$ cat config.mk
export PLATFORM = sky130hd
export DESIGN_NAME = operand_fetch_flat
export DESIGN_NICKNAME = d
export VERILOG_FILES = /design/src/rtl/operand_fetch_if.sv /design/src/rtl/operand_fetch.sv /design/src/flat_wrapper.sv
export SDC_FILE = /design/constraint.sdc
export NUM_CORES = 1
export LEC_CHECK = 0
export CAP_MARGIN = 20
export CORE_MARGIN = 4
export CORE_UTILIZATION = 57
export DETAILED_ROUTE_END_ITERATION = 8
export DONT_BUFFER_PORTS = 1
export HOLD_SLACK_MARGIN = 0.15
export PLACE_DENSITY = 0.75
export SLEW_MARGIN = 10
export SYNTH_ARGS = -nofsm -noshare
export SYNTH_HDL_FRONTEND = slang
export SYNTH_SLANG_ARGS = --single-unit
export TNS_END_PERCENT = 100
$ cat constraint.sdc
create_clock -name clk -period 3.22 [get_ports clk]
set_input_delay 0.644 -clock clk [delete_from_list [all_inputs] [get_ports clk]]
set_output_delay 0.644 -clock clk [all_outputs]
set_load 0.02 [all_outputs]
$ cat src/rtl/operand_fetch_if.sv
// Operand-fetch bus bundle: fetch handshake, register-file read port, writeback, execute handshake.
// Purely combinational wiring, no latency of its own.
// Back-pressure is carried by ifReady (towards fetch) and exReady (from execute).
interface operand_fetch_if;
  logic        ifValid;
  logic [15:0] ifInstr;
  logic [15:0] ifPC;
  logic        ifReady;
  logic [2:0]  rfReadAdd1;
  logic [2:0]  rfReadAdd2;
  logic [15:0] rfOut1;
  logic [15:0] rfOut2;
  logic        wbWrite;
  logic [2:0]  wbAdd;
  logic [15:0] wbData;
  logic        exValid;
  logic        exReady;
  logic [15:0] exInstr;
  logic [15:0] exPC;
  logic [15:0] exSrc1;
  logic [15:0] exSrc2;
  logic [2:0]  exDest;
  logic        exWrites;

  // The operand-fetch stage itself.
  modport master (
    input  ifValid, ifInstr, ifPC, rfOut1, rfOut2, wbWrite, wbAdd, wbData, exReady,
    output ifReady, rfReadAdd1, rfReadAdd2, exValid, exInstr, exPC, exSrc1, exSrc2,
           exDest, exWrites
  );

  // Fetch, register file, writeback and execute seen from outside the stage.
  modport slave (
    output ifValid, ifInstr, ifPC, rfOut1, rfOut2, wbWrite, wbAdd, wbData, exReady,
    input  ifReady, rfReadAdd1, rfReadAdd2, exValid, exInstr, exPC, exSrc1, exSrc2,
           exDest, exWrites
  );
endinterface

$ cat src/rtl/operand_fetch.sv
// LC-3b operand fetch: decode, register read with writeback forwarding, 8-entry write scoreboard.
// Latency one cycle: an instruction accepted at an edge is on the ex* outputs right after it.
// ifReady drops on a RAW/WAW hazard or while execute holds an unconsumed instruction.
module operand_fetch (
  input logic clk,
  input logic reset,
  operand_fetch_if.master bus
);

  logic [3:0]  op;
  logic        use1;
  logic        use2;
  logic        writes;
  logic [2:0]  dest;
  logic [2:0]  add1;
  logic [2:0]  add2;
  logic [15:0] src1;
  logic [15:0] src2;
  logic [7:0]  pending;
  logic [7:0]  clr;
  logic [7:0]  set;
  logic [7:0]  ep;
  logic        hazard;
  logic        ready;
  logic        dispatch;

  logic        ex_valid;
  logic [15:0] ex_instr;
  logic [15:0] ex_pc;
  logic [15:0] ex_src1;
  logic [15:0] ex_src2;
  logic [2:0]  ex_dest;
  logic        ex_writes;

  assign op = bus.ifInstr[15:12];

  // Register read addresses: stores read their data register through port 2.
  always_comb begin
    add1 = bus.ifInstr[8:6];
    add2 = bus.ifInstr[2:0];
    if (op == 4'b0011 || op == 4'b0111) begin
      add2 = bus.ifInstr[11:9];
    end
  end

  // Source usage, register write and destination decode per opcode.
  always_comb begin
    use1   = 1'b0;
    use2   = 1'b0;
    writes = 1'b0;
    dest   = bus.ifInstr[11:9];
    case (op)
      4'b0001, 4'b0101, 4'b1001: begin   // ADD, AND, XOR
        use1   = 1'b1;
        use2   = !bus.ifInstr[5];
        writes = 1'b1;
      end
      4'b1101, 4'b0010, 4'b0110: begin   // SHF, LDB, LDW
        use1   = 1'b1;
        writes = 1'b1;
      end
      4'b0011, 4'b0111: begin            // STB, STW
        use1 = 1'b1;
        use2 = 1'b1;
      end
      4'b1100: begin                     // JMP / RET
        use1 = 1'b1;
      end
      4'b0100: begin                     // JSR / JSRR link into R7
        use1   = !bus.ifInstr[11];
        writes = 1'b1;
        dest   = 3'd7;
      end
      4'b1110: begin                     // LEA
        writes = 1'b1;
      end
      4'b1111: begin                     // TRAP links into R7
        writes = 1'b1;
        dest   = 3'd7;
      end
      default: begin
      end
    endcase
  end

  // Forward a writeback landing this edge; the register file still shows the old value.
  always_comb begin
    src1 = bus.rfOut1;
    src2 = bus.rfOut2;
    if (bus.wbWrite && bus.wbAdd == add1) src1 = bus.wbData;
    if (bus.wbWrite && bus.wbAdd == add2) src2 = bus.wbData;
  end

  // A register retiring this cycle no longer counts as pending, so dependents issue without a bubble.
  always_comb begin
    clr      = bus.wbWrite ? (8'd1 << bus.wbAdd) : 8'd0;
    ep       = pending & ~clr;
    hazard   = (use1 && ep[add1]) || (use2 && ep[add2]) || (writes && ep[dest]);
    ready    = !reset && !hazard && (!ex_valid || bus.exReady);
    dispatch = bus.ifValid && ready;
    set      = (dispatch && writes) ? (8'd1 << dest) : 8'd0;
  end

  // Scoreboard update; a new set on a register beats its retiring clear.
  always_ff @(posedge clk or posedge reset) begin
    if (reset) begin
      pending <= 8'd0;
    end else begin
      pending <= (pending & ~clr) | set;
    end
  end

  // One-entry execute register: load on dispatch, drop valid on consume, otherwise hold.
  always_ff @(posedge clk or posedge reset) begin
    if (reset) begin
      ex_valid  <= 1'b0;
      ex_instr  <= 16'd0;
      ex_pc     <= 16'd0;
      ex_src1   <= 16'd0;
      ex_src2   <= 16'd0;
      ex_dest   <= 3'd0;
      ex_writes <= 1'b0;
    end else if (dispatch) begin
      ex_valid  <= 1'b1;
      ex_instr  <= bus.ifInstr;
      ex_pc     <= bus.ifPC;
      ex_src1   <= src1;
      ex_src2   <= src2;
      ex_dest   <= dest;
      ex_writes <= writes;
    end else if (ex_valid && bus.exReady) begin
      ex_valid <= 1'b0;
    end
  end

  assign bus.ifReady    = ready;
  assign bus.rfReadAdd1 = add1;
  assign bus.rfReadAdd2 = add2;
  assign bus.exValid    = ex_valid;
  assign bus.exInstr    = ex_instr;
  assign bus.exPC       = ex_pc;
  assign bus.exSrc1     = ex_src1;
  assign bus.exSrc2     = ex_src2;
  assign bus.exDest     = ex_dest;
  assign bus.exWrites   = ex_writes;

endmodule

$ cat src/flat_wrapper.sv
// flat-port wrapper written by rule: the top's interface ports become plain ports
module operand_fetch_flat 
  (clk, reset, bus_ifValid, bus_ifInstr, bus_ifPC, bus_rfOut1, bus_rfOut2, bus_wbWrite, bus_wbAdd, bus_wbData, bus_exReady, bus_ifReady, bus_rfReadAdd1, bus_rfReadAdd2, bus_exValid, bus_exInstr, bus_exPC, bus_exSrc1, bus_exSrc2, bus_exDest, bus_exWrites);
  operand_fetch_if bus_i ();
  input logic clk;
  input logic reset;
  input wire logic [$bits(bus_i.ifValid)-1:0] bus_ifValid;
  input wire logic [$bits(bus_i.ifInstr)-1:0] bus_ifInstr;
  input wire logic [$bits(bus_i.ifPC)-1:0] bus_ifPC;
  input wire logic [$bits(bus_i.rfOut1)-1:0] bus_rfOut1;
  input wire logic [$bits(bus_i.rfOut2)-1:0] bus_rfOut2;
  input wire logic [$bits(bus_i.wbWrite)-1:0] bus_wbWrite;
  input wire logic [$bits(bus_i.wbAdd)-1:0] bus_wbAdd;
  input wire logic [$bits(bus_i.wbData)-1:0] bus_wbData;
  input wire logic [$bits(bus_i.exReady)-1:0] bus_exReady;
  output wire logic [$bits(bus_i.ifReady)-1:0] bus_ifReady;
  output wire logic [$bits(bus_i.rfReadAdd1)-1:0] bus_rfReadAdd1;
  output wire logic [$bits(bus_i.rfReadAdd2)-1:0] bus_rfReadAdd2;
  output wire logic [$bits(bus_i.exValid)-1:0] bus_exValid;
  output wire logic [$bits(bus_i.exInstr)-1:0] bus_exInstr;
  output wire logic [$bits(bus_i.exPC)-1:0] bus_exPC;
  output wire logic [$bits(bus_i.exSrc1)-1:0] bus_exSrc1;
  output wire logic [$bits(bus_i.exSrc2)-1:0] bus_exSrc2;
  output wire logic [$bits(bus_i.exDest)-1:0] bus_exDest;
  output wire logic [$bits(bus_i.exWrites)-1:0] bus_exWrites;
  assign bus_i.ifValid = bus_ifValid;
  assign bus_i.ifInstr = bus_ifInstr;
  assign bus_i.ifPC = bus_ifPC;
  assign bus_i.rfOut1 = bus_rfOut1;
  assign bus_i.rfOut2 = bus_rfOut2;
  assign bus_i.wbWrite = bus_wbWrite;
  assign bus_i.wbAdd = bus_wbAdd;
  assign bus_i.wbData = bus_wbData;
  assign bus_i.exReady = bus_exReady;
  assign bus_ifReady = bus_i.ifReady;
  assign bus_rfReadAdd1 = bus_i.rfReadAdd1;
  assign bus_rfReadAdd2 = bus_i.rfReadAdd2;
  assign bus_exValid = bus_i.exValid;
  assign bus_exInstr = bus_i.exInstr;
  assign bus_exPC = bus_i.exPC;
  assign bus_exSrc1 = bus_i.exSrc1;
  assign bus_exSrc2 = bus_i.exSrc2;
  assign bus_exDest = bus_i.exDest;
  assign bus_exWrites = bus_i.exWrites;
  operand_fetch u_core (.clk(clk), .reset(reset), .bus(bus_i));
endmodule
# ---- Word level (Yosys, flattened, before mapping)
# Cells that the tools add are included.
dict set report totals {
  reg_bits 77
  inputBits 88
}
dict set report classes {
  n_lt_le_gt_ge 3
  n_bitwise 3
  shifts 2
  mux 17
  n_eq_ne 14
  n_reduce_logical 25
}
# cell count
set ops {}
lappend ops {{16-bit 2-to-1 mux} 2}
lappend ops {{4-bit equality test, second input constant} 5}
lappend ops {{9-bit OR reduction} 2}
lappend ops {{4-bit by 3-bit equality test with 1-bit output, second input constant} 4}
lappend ops {{8-bit 2-to-1 mux} 2}
lappend ops {{1-bit by 3-bit << shifter with 8-bit output, first input constant} 2}
lappend ops {{3-bit by 4-bit < comparator with 1-bit output, second input constant} 3}
lappend ops {{1-bit logical AND} 10}
lappend ops {{1-bit binary-select mux with 3-bit select} 3}
lappend ops {{8-bit AND} 1}
lappend ops {{4-bit by 2-bit equality test with 1-bit output, second input constant} 2}
lappend ops {{8-bit inverter} 1}
lappend ops {{8-bit OR} 1}
lappend ops {{3-bit equality test} 2}
lappend ops {{1-bit 2-to-1 mux} 6}
lappend ops {{3-bit 2-to-1 mux} 2}
lappend ops {{1-bit zero test} 5}
lappend ops {{4-bit by 1-bit equality test with 1-bit output, second input constant} 1}
lappend ops {{1-bit logical OR} 4}
lappend ops {{1-bit one-hot mux with 2 select lines} 2}
lappend ops {{2-bit OR reduction} 2}
lappend ops {{3-bit OR reduction} 1}
lappend ops {{2-bit nonzero test} 1}

# ---- Logic depth before layout (Yosys ltp)
dict set report depth {
  depth_word 16
  depth_mapped 10
}

# ---- Worst setup path after synthesis
# OpenSTA, ideal clock, no wires.
dict set report synth_path {
  path_kind {in2reg}
  from {input reset}
  to {register u_core.ex_dest[0], in the netlist u_core.bus.exDest[0]}
  arrival_ps 3567
  setup_slack_ps -474
  required_time_ps 3093
  n_path_buf 2
  setup_time_ps 127
  cell_stages 6
  path_cell_list {inv_1 -> and3_1 -> nor4b_4 -> buf_4 -> buf_6 -> mux2_1}
}
dict set report synth_via {
  elab_chain_len 4
}
# item line
set synth_rtl {}
lappend synth_rtl {{start, declared} flat_wrapper.sv:6} ;# input logic reset;
lappend synth_rtl {{1-bit zero test} operand_fetch.sv:99} ;# ready = !reset && !hazard && (!ex_valid || bus.exReady);
lappend synth_rtl {{1-bit logical AND (2 in series)} operand_fetch.sv:99}
lappend synth_rtl {{1-bit logical AND} operand_fetch.sv:100} ;# dispatch = bus.ifValid && ready;
lappend synth_rtl {{end signal, assigned} operand_fetch.sv:129} ;# ex_dest <= dest;
lappend synth_rtl {{end, declared} operand_fetch.sv:32} ;# logic [2:0] ex_dest;
# Every way passes these cells.
# A chain may end at the register's enable or synchronous reset.

# ---- Worst setup path after layout
dict set report layout_path {
  from {input bus_ifInstr[15]}
  to {output bus_ifReady}
}
dict set report layout_via {
  elab_chain_len 11
  elab_cells_between_ends 35
}
# item line
set layout_rtl {}
lappend layout_rtl {{start, declared} flat_wrapper.sv:8} ;# input wire logic [$bits(bus_i.ifInstr)-1:0] bus_ifInstr;
lappend layout_rtl {{4-bit by 2-bit equality test with 1-bit output / 4-bit by 3-bit equality test with 1-bit output (equally long branches)} {operand_fetch.sv:41, operand_fetch.sv:52}}
lappend layout_rtl {{1-bit logical OR} operand_fetch.sv:41} ;# if (op == 4'b0011 || op == 4'b0111) begin
lappend layout_rtl {{3-bit 2-to-1 mux} operand_fetch.sv:41}
lappend layout_rtl {{1-bit binary-select mux with 3-bit select} operand_fetch.sv:98} ;# hazard = (use1 && ep[add1]) || (use2 && ep[add2]) || (writes && ep[dest]);
lappend layout_rtl {{1-bit 2-to-1 mux (not written as such)} operand_fetch.sv:98}
lappend layout_rtl {{1-bit logical AND} operand_fetch.sv:98}
lappend layout_rtl {{1-bit logical OR} operand_fetch.sv:98}
lappend layout_rtl {{1-bit logical OR (*)} operand_fetch.sv:98}
lappend layout_rtl {{1-bit zero test (*)} operand_fetch.sv:99}
lappend layout_rtl {{1-bit logical AND (*) (2 in series)} operand_fetch.sv:99}
lappend layout_rtl {{end, declared} flat_wrapper.sv:16} ;# output wire logic [$bits(bus_i.ifReady)-1:0] bus_ifReady;
# Mark *: on every way between the ends. The rest lies on a longest branch, timed or not. The select of a mux whose other input is x is not followed.

==> flow_summary.toml <==
[yosys]
synth_seq_area_share = 0.488
synth_top_area_frac = 0.488
synth_area_mm2 = 0.00395
yosys-top-cells-count = "mux2_2, dfrtp_1, mux2_1, o21ai_0, buf_2"
synth-simple-area-share = 0.0713
synth_fp_nets = 386
synth_edf_count = 0
synth.avg_cell_area_um2 = 13.3
synth_adder_area_share = 0
yosysMostFrequentCell = "mux2_2"
yosys.area.top_type = "dfrtp_1"
synthMuxAreaShare = 0.321
yosys.area_share.xor_xnor = 0.0133
synthArstFlopShare = 1.00
ys_ff_latch = 77
ys_types = 49
synth_compound_area_frac = 0.0643
synth_top_family_by_area = "multiplexers"
ys_warn_count = 0
synthFlopType = "dfrtp_1"
netlist_instances = 298
ys_top_cells_by_area = "dfrtp_1, mux2_2, mux2_1"

[clock_tree]
post_cts_buffers = 0
clock_path_buffers = 2
h-tree-depth = 3
cts-root-buf = "clkbuf_8"
tritoncts = "yes"
cts.clk_slew.worst_paths_ps = 70
cts.sinks = 77
insertion_delay_ps = 340
cts_made_buffers = 9
ctsHoldBuffers = 1
cts_resized = 0

[hold_path]
hp-class = "in -> reg"
holdPathStages = 1

[place]
placed_cells = 370
hpwlAfterDp_um = 6410
gp_congestion = 0.869
port_buffers = 0

[timing]
min_period_ps = 3090
finalCritPeriodShare = 0.960
rsz0062_at_grt = "no"
whs_ps = 396
max_freq_mhz = 323
worst_pin_slew_ps = 888
skew_ps = 7.43
fin_setup_tns_ps = 0
setup_viol = 0
maxSlewHeadroom = 0.407
finalHoldViolCount = 0
report.final.slew_viol_count = 0

[pwr]
leakagePower_nw = 1.80
max-vdd-ir-drop_v = 0.000454
p_per_area_mw_per_mm2 = 700

[final_layout]
final_util = 0.626
diodes = 0
syn_to_final_growth_pct = 7.19
instances_no_fill = 385
fin_nets = 390
drive_gt1_frac = 0.413

[detailed_routing]
drt_iter0_markers = 99
drtPass1Iterations = 4
antenna_left = 0
drc = 0
avgViaCountPerCell = 6.24
wirelength_um = 8610
num_vias = 2403
drt-wirelength-per-cell_um = 22.4

[die]
coreArea_mm2 = 0.00676
die_width_um = 91.2
num_io_pins = 164
dieArea_mm2 = 0.00832
dieHeight_um = 91.2
row_count = 30
start_util = 0.584

[critical_path]
cp.arrival_ps = 2450
ff2ff_path_depth = 6
path_max_fanout = 9
crit_type = "in -> out"
startpoint_type = "input pin"
r2r_slack_ps = 660
cp_data_required_time_ps = 2580
cp-end-kind = "output pin"

[global_route]
grt_max_degree = 68
grt_pass1_vias = 2622
overflow = 0
grt_pass1_wl_um = 13500
grt_usage = 0.208
antenna_found_initial = 0

[outcome]
status = "finished clean"

[flow_run]
drv_cap = 0
critical path: stages:
cell,delay [ps]
nand3b_4,150
mux2i_4,400
mux2i_1,240
mux2i_1,100
a2111oi_2,600
nor4_2,110
buf_4,180
area by class of cell:
cell class                 instances  area, µm²
timing repair buffer              14        120
inverter                           9       37.5
multi-input combinational        191       1860
tap                               80        100
sequential                        77       1930
fill                             524       2520
clock inverter                     4       48.8
clock buffer                      10        138
logic make-up (layout without fill, tap and decap cells):
logic type,Yosys count,in the layout
buffers and inverters,30,37
XOR/XNOR,6,6
AO/OA/AOI/OAI,32,32
multiplexers,110,110
AND/OR/NAND/NOR,43,43
flip-flops,77,77
state kept, by name, summed over array words and instances (netlist names):
register / cells
u_core.bus.exSrc1: 16
u_core.bus.exDest: 3
u_core.bus.exInstr: 16
u_core.pending: 8
u_core.bus.exSrc2: 16
u_core.bus.exValid: 1
u_core.bus.exWrites: 1
u_core.bus.exPC: 16
where the power goes:
part,switching (mW),total [mW],internal [mW]
logic,0.196,0.485,0.289
registers,0.524,1.76,1.24
clock network,0.346,0.717,0.371
per-layer routing:
layer | vias to the layer above | GRT usage | wire length (µm)
met5 | - | 0 | 0
met3 | 16 | 0.0771 | 824
met1 | 1190 | 0.251 | 3310
met4 | 0 | 0.0930 | 159
met2 | 115 | 0.332 | 4310
li1 | 1082 | - | -
final timing paths:
| check | startpoint | to |
|---|---|---|
| max | bus_ifInstr[15] | bus_ifReady |
| min | bus_ifInstr[9] | u_core.pending[0] |
| max reg2reg | u_core.pending[4] | u_core.pending[1] |
| min reg2reg | u_core.bus.exSrc2[14] | u_core.bus.exSrc2[14] |
| max in group asynchronous | reset | u_core.bus.exSrc1[13] |
| min in group asynchronous | reset | u_core.bus.exInstr[14] |
per-stage QoR:
stage | total power [mW] | setup WS, ps | cell area [µm²]
3_3_place_gp | 2.25 | 179 | 4040
2_1_floorplan | 2.13 | 182 | 3960
6_report | 2.96 | 128 | 4230
5_1_grt | 3.11 | 4.83 | 4230
4_1_cts | 2.99 | 131 | 4230
3_5_place_dp | 2.28 | 144 | 4040
cell usage in the layout (no fill, tap or decap), types with 2 or more instances in the layout:
cell,synthesis,routed
buf_4,5,12
o31ai_1,2,2
nand2b_1,6,6
mux2_1,19,19
mux2_2,80,80
clkinv_2,0,2
or2_2,4,4
nand2_1,8,8
xnor2_1,5,5
nor3_1,2,2
a21oi_1,2,2
nor2_1,6,6
mux2i_1,7,7
dfrtp_1,77,77
a211oi_1,3,3
o21ai_0,12,12
nand3_1,3,3
mux4_2,2,2
clkbuf_8,0,10
inv_1,9,8
o41ai_2,3,3
Power figures use the tool's default switching activity.
